$ cat src/rtl/mac_pkg.sv
// Shared widths, types and the saturation helper for the 5-tap dot-product unit.
package mac_pkg;

    localparam int DATA_W = 8;
    localparam int OUT_W  = 16;
    localparam int TAPS   = 5;
    localparam int PROD_W = 2 * DATA_W;
    localparam int SUM_W  = PROD_W + 3;

    typedef logic [DATA_W-1:0] data_t;
    typedef logic [PROD_W-1:0] prod_t;
    typedef logic [SUM_W-1:0]  sum_t;
    typedef logic [OUT_W-1:0]  out_t;

    localparam sum_t SAT_MAX = sum_t'((1 << OUT_W) - 1);

    // Returns {overflow, clamped result}.
    function automatic logic [OUT_W:0] sat_out(input sum_t sum);
        logic [OUT_W:0] res;
        if (sum > SAT_MAX) begin
            res = {1'b1, {OUT_W{1'b1}}};
        end else begin
            res = {1'b0, sum[OUT_W-1:0]};
        end
        return res;
    endfunction

endpackage

$ cat src/rtl/mac_sat_stage.sv
// Final pipeline stage: three-way add, saturate, and hold the result until the next valid set.
module mac_sat_stage
    import mac_pkg::*;
(
    input  logic  clk,
    input  logic  rst_n,
    input  logic  i_valid,
    input  sum_t  i_sa,
    input  sum_t  i_sb,
    input  prod_t i_p5,
    output out_t  o_out,
    output logic  o_valid,
    output logic  o_ovf
);

    sum_t           w_total;
    logic [OUT_W:0] w_sat;
    out_t           r_out;
    logic           r_valid;
    logic           r_ovf;

    assign w_total = i_sa + i_sb + sum_t'(i_p5);
    assign w_sat   = sat_out(w_total);

    // Result registers only move on valid stages so idle cycles leave the last answer visible.
    always_ff @(posedge clk) begin
        if (!rst_n) begin
            r_out   <= '0;
            r_valid <= 1'b0;
            r_ovf   <= 1'b0;
        end else begin
            r_valid <= i_valid;
            if (i_valid) begin
                r_out <= w_sat[OUT_W-1:0];
                r_ovf <= w_sat[OUT_W];
            end
        end
    end

    assign o_out   = r_out;
    assign o_valid = r_valid;
    assign o_ovf   = r_ovf;

endmodule

$ cat src/rtl/mac5_dot.sv
// Three-stage pipelined unsigned 5-tap dot product with a saturated 16-bit result.
module mac5_dot
    import mac_pkg::*;
(
    input  logic              clk,
    input  logic              rst_n,
    input  logic [DATA_W-1:0] A1,
    input  logic [DATA_W-1:0] A2,
    input  logic [DATA_W-1:0] A3,
    input  logic [DATA_W-1:0] A4,
    input  logic [DATA_W-1:0] A5,
    input  logic [DATA_W-1:0] c1,
    input  logic [DATA_W-1:0] c2,
    input  logic [DATA_W-1:0] c3,
    input  logic [DATA_W-1:0] c4,
    input  logic [DATA_W-1:0] c5,
    input  logic              in_valid,
    output logic [OUT_W-1:0]  Output,
    output logic              out_valid,
    output logic              overflow
);

    data_t w_a [TAPS];
    data_t w_c [TAPS];
    prod_t r_p [TAPS];
    logic  r_v1;
    sum_t  r_sa;
    sum_t  r_sb;
    prod_t r_p5;
    logic  r_v2;

    assign w_a[0] = A1;
    assign w_a[1] = A2;
    assign w_a[2] = A3;
    assign w_a[3] = A4;
    assign w_a[4] = A5;
    assign w_c[0] = c1;
    assign w_c[1] = c2;
    assign w_c[2] = c3;
    assign w_c[3] = c4;
    assign w_c[4] = c5;

    // Datapath registers load every cycle; only the valid bits decide what reaches the output.
    always_ff @(posedge clk) begin
        if (!rst_n) begin
            for (int i = 0; i < TAPS; i++) begin
                r_p[i] <= '0;
            end
            r_v1 <= 1'b0;
            r_sa <= '0;
            r_sb <= '0;
            r_p5 <= '0;
            r_v2 <= 1'b0;
        end else begin
            for (int i = 0; i < TAPS; i++) begin
                r_p[i] <= prod_t'(w_a[i]) * prod_t'(w_c[i]);
            end
            r_v1 <= in_valid;
            r_sa <= sum_t'(r_p[0]) + sum_t'(r_p[1]);
            r_sb <= sum_t'(r_p[2]) + sum_t'(r_p[3]);
            r_p5 <= r_p[4];
            r_v2 <= r_v1;
        end
    end

    mac_sat_stage u_sat (
        .clk     (clk),
        .rst_n   (rst_n),
        .i_valid (r_v2),
        .i_sa    (r_sa),
        .i_sb    (r_sb),
        .i_p5    (r_p5),
        .o_out   (Output),
        .o_valid (out_valid),
        .o_ovf   (overflow)
    );

endmodule

$ cat config.mk
export PLATFORM = sky130hd
export DESIGN_NAME = mac5_dot
export DESIGN_NICKNAME = d
export VERILOG_FILES = /design/src/rtl/mac_pkg.sv /design/src/rtl/mac_sat_stage.sv /design/src/rtl/mac5_dot.sv
export SDC_FILE = /design/constraint.sdc
export NUM_CORES = 1
export LEC_CHECK = 0
export BUFFER_PORTS_ARGS = -buffer_cell sky130_fd_sc_hd__buf_2
export CAP_MARGIN = 10
export CELL_PAD_IN_SITES_DETAIL_PLACEMENT = 0
export CELL_PAD_IN_SITES_GLOBAL_PLACEMENT = 1
export CORE_MARGIN = 1.5
export CORE_UTILIZATION = 49
export CTS_CLUSTER_DIAMETER = 30
export DETAILED_ROUTE_END_ITERATION = 8
export PLACE_DENSITY = 0.83
export SLEW_MARGIN = 20
export SYNTH_ARGS = -nofsm -noshare
export SYNTH_HDL_FRONTEND = slang
export SYNTH_SLANG_ARGS = --single-unit
$ cat constraint.sdc
create_clock -name clk -period 5.5 [get_ports clk]
set_clock_uncertainty 0.15 [all_clocks]
set_input_delay 0.825 -clock clk [delete_from_list [all_inputs] [get_ports clk]]
set_output_delay 0.825 -clock clk [all_outputs]
set_load 0.02 [all_outputs]
* Word level (Yosys, flattened, before mapping) *
Memory sizes are Yosys's and may differ from the RTL's. A register that Yosys moved wholly into a read port is not among the register bits.
Index checks and enable logic that the tools add are counted.
Widths: inputs -> output; s select.

storage, ports and cells
  register bits after elaboration = 58
  bits of input ports = 83
  memory bits (writable) = 80
  memories kept = 1
  word-level logic and storage cells = 32
  output and inout port bits = 18

cells by class
  multiplexer cells = 8
  $lt $le $gt $ge = 1
  bitwise logic cells = 5
  $mul = 5
  reductions and logical operators = 1
  $add $sub $neg = 4

memory list
  name  depth  bits a word  rd ports  clocked after Yosys merged registers in  write ports  RTL line        text
  r_p   5      16           5         1                                        5            mac5_dot.sv:25  prod_t r_p [TAPS];

operators with widths
  kind                  number
  $mul 8x8->16          5
  $mux 16               5
  $add 16x16->17        2
  $add 19x16->19        1
  $add 19x19->19        1
  $gt 19x16->1 const B  1
  $mux 17               1
  $or 1x1->1            5
  $mux 1                2
  $logic_not 1->1       1

* Logic depth before layout (Yosys ltp) *
Gate-level depths: netlist (run 1).

  depth in word-level cells = 4
  mapped depth = 17
  gate-level depth less buffers = 17

* Cells and area by module *
A second synthesis (run 1) with hierarchy kept.

unflattened totals
  cell total of the unflattened synthesis = 1879
  area total of the unflattened synthesis = 17077.6 um2

by module, submodules not included
  module         sequential area each (um2)  instances  area each (um2)  cells an instance
  mac5_dot       2642.5                      1          15120.8          1678
  mac_sat_stage  360.3                       1          1956.9           201

* Least setup slack after synthesis (run 1) *
Ideal clock, no wire load.

  path kind = input to register
  start point = in c3[2]
  end point = mem r_p[2][14] (netlist bit)
  arrival time = 4.214 ns
  setup slack = 1.021 ns
  data required time = 5.235 ns
  cell stages on the path = 16
  path buffers = 0
  setup time = 0.115 ns
  cells stage by stage = and2_1 -> fa_1 -> inv_1 -> fa_1 -> inv_1 -> fa_1 -> inv_1 -> fa_1 -> inv_1 -> ha_1 -> o21ai_0 -> nor2_1 -> a41oi_1 -> a22oi_1 -> xor2_1 -> and2_1

RTL lines
  item                RTL line        text
  start: declaration  mac5_dot.sv:14  input logic [DATA_W-1:0] c3,
  end: declaration    mac5_dot.sv:25

==> key figures, run 1 <==
Clock tree
  • CTS buffer count: 17
  • Postcts setup bufs: 0
  • Clk Latency, worst-skew pair: 420 ps
  • Clock tree sinks: 150
  • Post-cts resize count: 0
  • Hold_buf cts: 0
  • Worst-path clk slew: 60 ps
  • Root Driver: clkbuf_16
  • H-tree levels: 4
  • CTS tree: yes
  • CTS max path bufs: 2

Timing
  • Final setup fails: 0
  • PnR worst setup slack: 907 ps
  • Unrepaired setup endpoints after global routing: false
  • Final Hold Viols: 0
  • Max-slew violation count: 0
  • Final worst path period need: 4590 ps
  • Max-slew headroom: 34.3%
  • Max Fclk: 0.218 GHz
  • Worst Max-Slew Pin Slew: 986 ps
  • TNS Setup: 0 ps
  • Period utilization: 83.5%

Yosys
  • Yosys cell types: 49
  • Cells after Synth: 1,817
  • Synth top cells by count: 363 x and2_1, 280 x inv_1, 229 x ha_1, 199 x fa_1, 150 x dfxtp_1
  • Predominant post-synthesis flop cell: dfxtp_1
  • Top cell type's share of synthesized area: 23.6%
  • YS warnings: 0
  • FF+latch count, synth: 150
  • Post-synth top area cell: fa_1
  • Mapped Nets: 2,328
  • Register area share after synthesis: 17.8%
  • Syn avg cell area: 9.29 um2
  • Most instantiated library cell after synthesis: and2_1
  • Top post-synthesis cells by area: fa_1 24%, dfxtp_1 18%, ha_1 17%
  • EDFF count, synth: 0
  • Mapped cell area: 16,900 um2
  • Fraction of registers with async set/reset: 0%

Place
  • # port buffers: 100
  • Pre-CTS WS: 498 ps
  • Placed cell count: 2,345
  • Gpl congestion: 0.856
  • Detail Placement HPWL: 27,100 um

Finish
  • Fill count: 3,099
  • Diode count: 0
  • Area grow syn2layout: 9.20%
  • Post-route insts no fill: 2,377
  • Fin nets: 2,427
  • Area taken by multi-input logic gates: 12,700 um2
  • Share of layout cells above drive strength 1: 7.47%
  • FF+latch area: 3000 um2

Setup path
  • WP buf/inv: 3
  • Critical Path Most Common Cell: fa_1
  • Startpoint types: input pin
  • Worst path cell trace: buf_2, and2_1, fa_1, fa_1, inv_1, fa_1, fa_1, inv_1, ha_1, o21a_1, o21ai_0, a211oi_1, nor3_1, xnor2_1, and2_1
  • Required time worst endpoint: 5660 ps
  • CP Capture Type: flip-flop
  • Cell family with the largest share of critical-path delay: adder cells
  • CP peak stage delay: 500 ps
  • Worst EP arrival: 4750 ps
  • Critical Path Fanout Max: 8
  • Slowest cell on the critical path: fa_1
  • CP Class: in -> reg

Detailed routing
  • DR iter-0 viols: 492
  • DR vias: 12,179
  • DR WL/cell: 13.7 um
  • 1st-pass router iterations: 5
  • Remaining routing DRC violations: 0
  • Vias per cell: 5.12
  • Final WL: 32,600 um
  • Routed Antenna Nets: 0

Power
  • Lkg Pwr: 9.22 nW
  • Peak supply drop: 0.341 mV
  • Pwr Density: 369 nW/um2

Global route
  • Total gr overflow: 0
  • Initial antenna violation count: 0
  • First-pass GRT wire length: 57,300 um
  • Largest net degree at the start of global routing: 123
  • Vias in the first global route: 12,416
  • Total GRT Usage: 19.3%

Die
  • Total core area: 33,700 um2
  • Die W: 189 um
  • I/O Pins: 101
  • Initial Util: 50.1%
  • Die Span Y: 189 um
  • FP Rows: 67
  • Die Footprint: 35,600 um2

Min path
  • Min-Delay Path Class: reg -> reg

Outcome
  • Status: completed

Flow run
  • Max Cap Viol: 0
[through the flow]
stage | instance area, um2 | total power, mW | util, % | hold WS [ps]
final | 18400 | 6.79 | 54.7 | 281
after global routing | 18400 | 7.55 | 54.7 | 292
after CTS | 18400 | 6.86 | 54.7 | 283
after detailed placement | 17900 | 5.72 | 53.0 | 269
after global placement | 17900 | 5.66 | 53.0 | 266
after floorplan | 16900 | 4.81 | - | 262
[per-layer routing]
layer / part of all wire, % / vias up / GRT usage [%]
met2: 48 / 139 / 32.8
li1: - / 6088 / -
met4: 0.88 / 0 / 3.57
met1: 49 / 5928 / 26.7
met3: 2.2 / 24 / 2.27
met5: 0 / - / 0
[sequential cells by signal, summed over array words and instances, names as in the netlist]
signal and count:
r_p 80, r_sa 17, r_sb 17, r_p5 16
u_sat.o_out 16, r_v1 1, r_v2 1, u_sat.o_ovf 1
u_sat.o_valid 1
[worst register-to-register path, cell delays in order, from the launching register on]
cell	delay (ps)
dfxtp_1	310
inv_1	90
fa_1	510
inv_1	40
ha_1	230
fa_1	430
a211oi_1	360
o21a_1	210
o21a_1	180
or3b_4	160
and3_4	190
o2111ai_4	290
o221a_2	370
[power by group]
| part | total [mW] | switching (mW) | leakage (nW) | internal, mW |
|---|---|---|---|---|
| sequential | 1.52 | 0.138 | 1.24 | 1.38 |
| combinational | 4.18 | 2.27 | 7.71 | 1.90 |
| clock | 1.09 | 0.455 | 0.266 | 0.638 |
| total | 6.79 | 2.87 | 9.22 | 3.92 |
[final cells by class]
class	instances	area share [%]
Inverter	280	5.70
Timing Repair Buffer	101	2.77
Tap cell	448	3.04
Clock inverter	13	0.686
Multi-Input combinational cell	1366	69.1
Clock buffer	19	2.40
Sequential cell	150	16.3
[placed cells by master, fill, tap and decap left out, types with 6 or more instances in the layout]
cell type	netlist	routed
and3_1	17	17
xor2_1	20	20
nor3_1	20	20
dfxtp_1	150	150
clkbuf_16	0	17
nor3b_1	9	9
o21ai_0	51	51
o21bai_1	8	8
o221a_1	11	11
nand2b_1	9	9
nor2_1	55	55
a21boi_0	9	9
a21oi_1	74	74
nand4_1	7	7
ha_1	229	229
a21o_1	13	13
a211o_1	6	6
and2_1	363	363
buf_2	0	99
o21a_1	25	25
and3b_1	7	7
a211oi_1	18	18
inv_1	280	280
o22ai_1	6	6
o211ai_1	8	8
fa_1	199	199
nand3_1	8	8
xnor2_1	49	49
nand2_1	66	66
a41oi_1	6	6
nor2b_1	30	30
[final timing paths]
path | startpoint | endpoint | slack (ps) | cells past startpoint
min reg2reg | r_p[4][1] | r_p5[1] | 280 | 1
max | A3[3] | r_p[2][13] | 910 | 15
min | r_p[4][1] | r_p5[1] | 280 | 1
max reg2reg | r_sb[1] | u_sat.o_out[4] | 1870 | 12
[logic make-up (layout without fill, tap and decap cells)]
family | Yosys count | in the layout | synth area share [%]
compound gates | 260 | 260 | 10.4
xor+xnor | 69 | 69 | 3.58
fa+ha+maj | 428 | 428 | 40.6
buf+inv | 301 | 413 | 6.75
flops | 150 | 150 | 17.8
mux | 4 | 4 | 0.237
simple gates | 605 | 605 | 20.7
Note: power is estimated with default switching activity, not from simulation.
==> inputs of run 2 (changes only) <==
--- a/config.mk
+++ b/config.mk
@@ -5,15 +5,16 @@
 export SDC_FILE = /design/constraint.sdc
 export NUM_CORES = 1
 export LEC_CHECK = 0
+export ABC_AREA = 1
 export BUFFER_PORTS_ARGS = -buffer_cell sky130_fd_sc_hd__buf_2
 export CAP_MARGIN = 10
 export CELL_PAD_IN_SITES_DETAIL_PLACEMENT = 0
 export CELL_PAD_IN_SITES_GLOBAL_PLACEMENT = 1
 export CORE_MARGIN = 1.5
-export CORE_UTILIZATION = 49
+export CORE_UTILIZATION = 42
 export CTS_CLUSTER_DIAMETER = 30
 export DETAILED_ROUTE_END_ITERATION = 8
-export PLACE_DENSITY = 0.83
+export PLACE_DENSITY = 0.8
 export SLEW_MARGIN = 20
 export SYNTH_ARGS = -nofsm -noshare
 export SYNTH_HDL_FRONTEND = slang
==> constraint.sdc (replaced) <==
create_clock -name clk -period 3.8 [get_ports clk]
set_clock_uncertainty 0.15 [all_clocks]
set_input_delay 0.57 -clock clk [delete_from_list [all_inputs] [get_ports clk]]
set_output_delay 0.57 -clock clk [all_outputs]
set_load 0.02 [all_outputs]
==> run 2 against run 1 <==
  * The run now ends with setup timing left
  * Synthesized area is 7.9% higher
  * Total power grew 100%
  * Worst setup slack worse by 950 ps
  * Largest cell class unchanged
  * Register-to-register slack got worse by 1200 ps
  * Final area grew 26%
  * Sequential power is 50% higher
  * Core utilization down 0.64 points
  * Highest routed layer unchanged
  * First-iteration DRC count rose by 46%
  * Combinational power is 130% higher
==> key figures, run 2 <==
Yosys
  • Yosys cell types: 42
  • Fraction of registers with async set/reset: 0%
  • Syn avg cell area: 7.14 um2
  • Post-synth top area cell: fa_1
  • Cells after Synth: 2,548
  • YS warnings: 0
  • FF+latch count, synth: 150
  • Mapped Nets: 3,059
  • Synth top cells by count: 679 x inv_1, 618 x nand2_1, 229 x ha_1, 199 x fa_1, 162 x a21oi_1
  • Mapped cell area: 18,200 um2
  • Most instantiated library cell after synthesis: inv_1
  • Register area share after synthesis: 16.5%
  • Top post-synthesis cells by area: fa_1 22%, dfxtp_1 16%, ha_1 16%
  • Predominant post-synthesis flop cell: dfxtp_1
  • Top cell type's share of synthesized area: 21.9%
  • EDFF count, synth: 0

Timing
  • Final Hold Viols: 0
  • Max-slew violation count: 0
  • Max Fclk: 0.260 GHz
  • PnR worst setup slack: -40.4 ps
  • Min Hold Slack: 177 ps
  • Period utilization: 101%
  • Max-slew headroom: 34.7%
  • Worst Max-Slew Pin Slew: 974 ps
  • Unrepaired setup endpoints after global routing: true
  • Final setup fails: 5
  • Final worst path period need: 3840 ps

Global route
  • Largest net degree at the start of global routing: 73
  • First-pass GRT wire length: 74,800 um
  • Total GRT Usage: 20.6%
  • Vias in the first global route: 15,667
  • Initial antenna violation count: 0
  • Total gr overflow: 0

Die
  • FP Rows: 76
  • Initial Util: 42.4%
  • Die W: 211 um
  • Die Footprint: 44,600 um2
  • Die Span Y: 211 um
  • Total core area: 42,900 um2
  • I/O Pins: 101

Outcome
  • Violated checks: setup timing
  • Status: finished with violations

Clock tree
  • Hold_buf cts: 0
  • H-tree levels: 4
  • Clock tree sinks: 150
  • CTS tree: yes
  • Worst-path clk slew: 70 ps
  • CTS max path bufs: 2
  • CTS buffer count: 17
  • Clk Latency, worst-skew pair: 430 ps
  • Root Driver: clkbuf_16

Power
  • Pwr Density: 596 nW/um2
  • Peak supply drop: 0.338 mV
  • Lkg Pwr: 13.7 nW

Min path
  • Min-Delay Path Class: in -> reg
  • Hold depth: 3

Finish
  • Fin nets: 3,322
  • Final Util: 54.0%
  • Max reg flops: 80
  • Most frequent cells in the layout: 602 x inv_1, 535 x nand2_1, 243 x buf_4
  • Area grow syn2layout: 27.3%
  • Fill count: 4,069
  • Diode count: 0
  • Largest Register: r_p
  • Commonest non-fill, non-tap cell in the layout: inv_1
  • Share of layout cells above drive strength 1: 25.3%
  • Post-route insts no fill: 3,409
  • Largest regs: r_p x80, r_sa x17, r_sb x17

Setup path
  • Worst path cell trace: buf_6, nand2_1, inv_1, fa_1, fa_1, fa_1, inv_2, fa_1, inv_2, ha_4, buf_6, nand2_8, o21ai_4, a21oi_2, o21ai_2, o21ai_1, a21oi_1
  • CP Class: in -> reg
  • Worst EP arrival: 4040 ps
  • Critical Path Most Common Cell: fa_1
  • WP buf/inv: 5
  • Cell family with the largest share of critical-path delay: adder cells
  • R2R depth: 15
  • Required time worst endpoint: 4000 ps
  • Startpoint types: input pin
  • R2R setup slack: 650 ps
  • CP peak stage delay: 550 ps
  • Slowest cell on the critical path: fa_1
  • Critical Path Fanout Max: 6
  • CP Capture Type: flip-flop
  • WP depth: 17

Detailed routing
  • DR iter-0 viols: 716
  • 1st-pass router iterations: 5
  • WL met2: 21,900 um
  • Routed Antenna Nets: 0
  • DR vias: 15,824
  • Remaining routing DRC violations: 0
  • WL met1: 20,800 um
  • Top Metal Used: met4
  • Vias per cell: 4.64
  • DR WL/cell: 13.1 um
  • Routed wl met3: 1300 um
  • Final WL: 44,600 um

Place
  • Gpl congestion: 0.931
  • # port buffers: 100
  • Detail Placement HPWL: 37,700 um
  • Placed cell count: 3,351

Flow run
  • Max Cap Viol: 0
run 2: changes by cell type in the layout (fill, tap and decap cells not counted), moves of 50 or more:
cell	change
nand2_1	+469
nand2_2	+73
buf_4	+241
a21oi_1	+50
inv_1	+322
buf_2	-54
inv_2	+80
and2_1	-362
run 2: final cells by class:
cell class	instances	area, um2	share of cell area, %
multi-input combinational	1614	13500	58.1
sequential	150	3000	13.0
tap	585	732	3.16
timing repair buffer	344	2780	12.0
clock inverter	15	215	0.929
clock buffer	17	425	1.84
inverter	684	2570	11.1
run 2: worst register-to-register path, stage by stage, from the launching register on:
cell,delay [ps]
dfxtp_1,310
inv_1,50
fa_1,540
inv_1,50
ha_1,250
fa_1,430
nand3_1,110
nand2_1,110
nand2_1,100
nand2_2,80
nand2_1,90
nand3_1,120
nand2_4,140
nand3_4,280
nor2_1,190
nor2_1,50
run 2: through the flow:
stage | power, mW | setup TNS (ps) | worst slack [ps] | area [um2]
CTS | 12.5 | -36.8 | -14.3 | 21900
detailed placement | 10.4 | -18760 | -561 | 21100
global placement | 10.4 | -17470 | -520 | 21100
global route | 15.1 | -2510 | -154 | 23200
finish | 13.8 | -138 | -40.4 | 23200
floorplan | 7.74 | -6870 | -297 | 18800
run 2: cells by family (layout without fill, tap and decap cells):
group | count (synthesis) | count (layout) | synth area share, %
flops | 150 | 150 | 16.5
simple gates | 864 | 864 | 19.6
fa+ha+maj | 428 | 428 | 37.6
buf+inv | 784 | 1060 | 16.4
compound gates | 308 | 308 | 9.18
xor+xnor | 14 | 14 | 0.674
run 2: report_power, final:
part           leakage (nW)  switching (mW)  internal, mW
registers              1.24           0.278          2.00
logic                  12.2            5.28          4.43
clock network         0.311           0.757          1.07
run 2: metal layers:
metal | global-route usage, % | up-vias
met5 | 0 | -
met2 | 36.0 | 226
met1 | 27.7 | 7428
met4 | 3.42 | 0
met3 | 2.14 | 39
li1 | - | 8131
run 2: final timing paths:
path                                        to       start
worst max-delay path                r_p[2][11]       A3[4]
worst min register to register        r_p5[11]  r_p[4][11]
worst min-delay path                      r_v1    in_valid
worst max register to register  u_sat.o_out[2]     r_sa[1]
run 2: repair_timing:
item	4_1_cts	5_1_grt
setup buffers	4	23
gates resized for setup	47	391
pin swaps	20	151
setup endpoints to repair	13	41
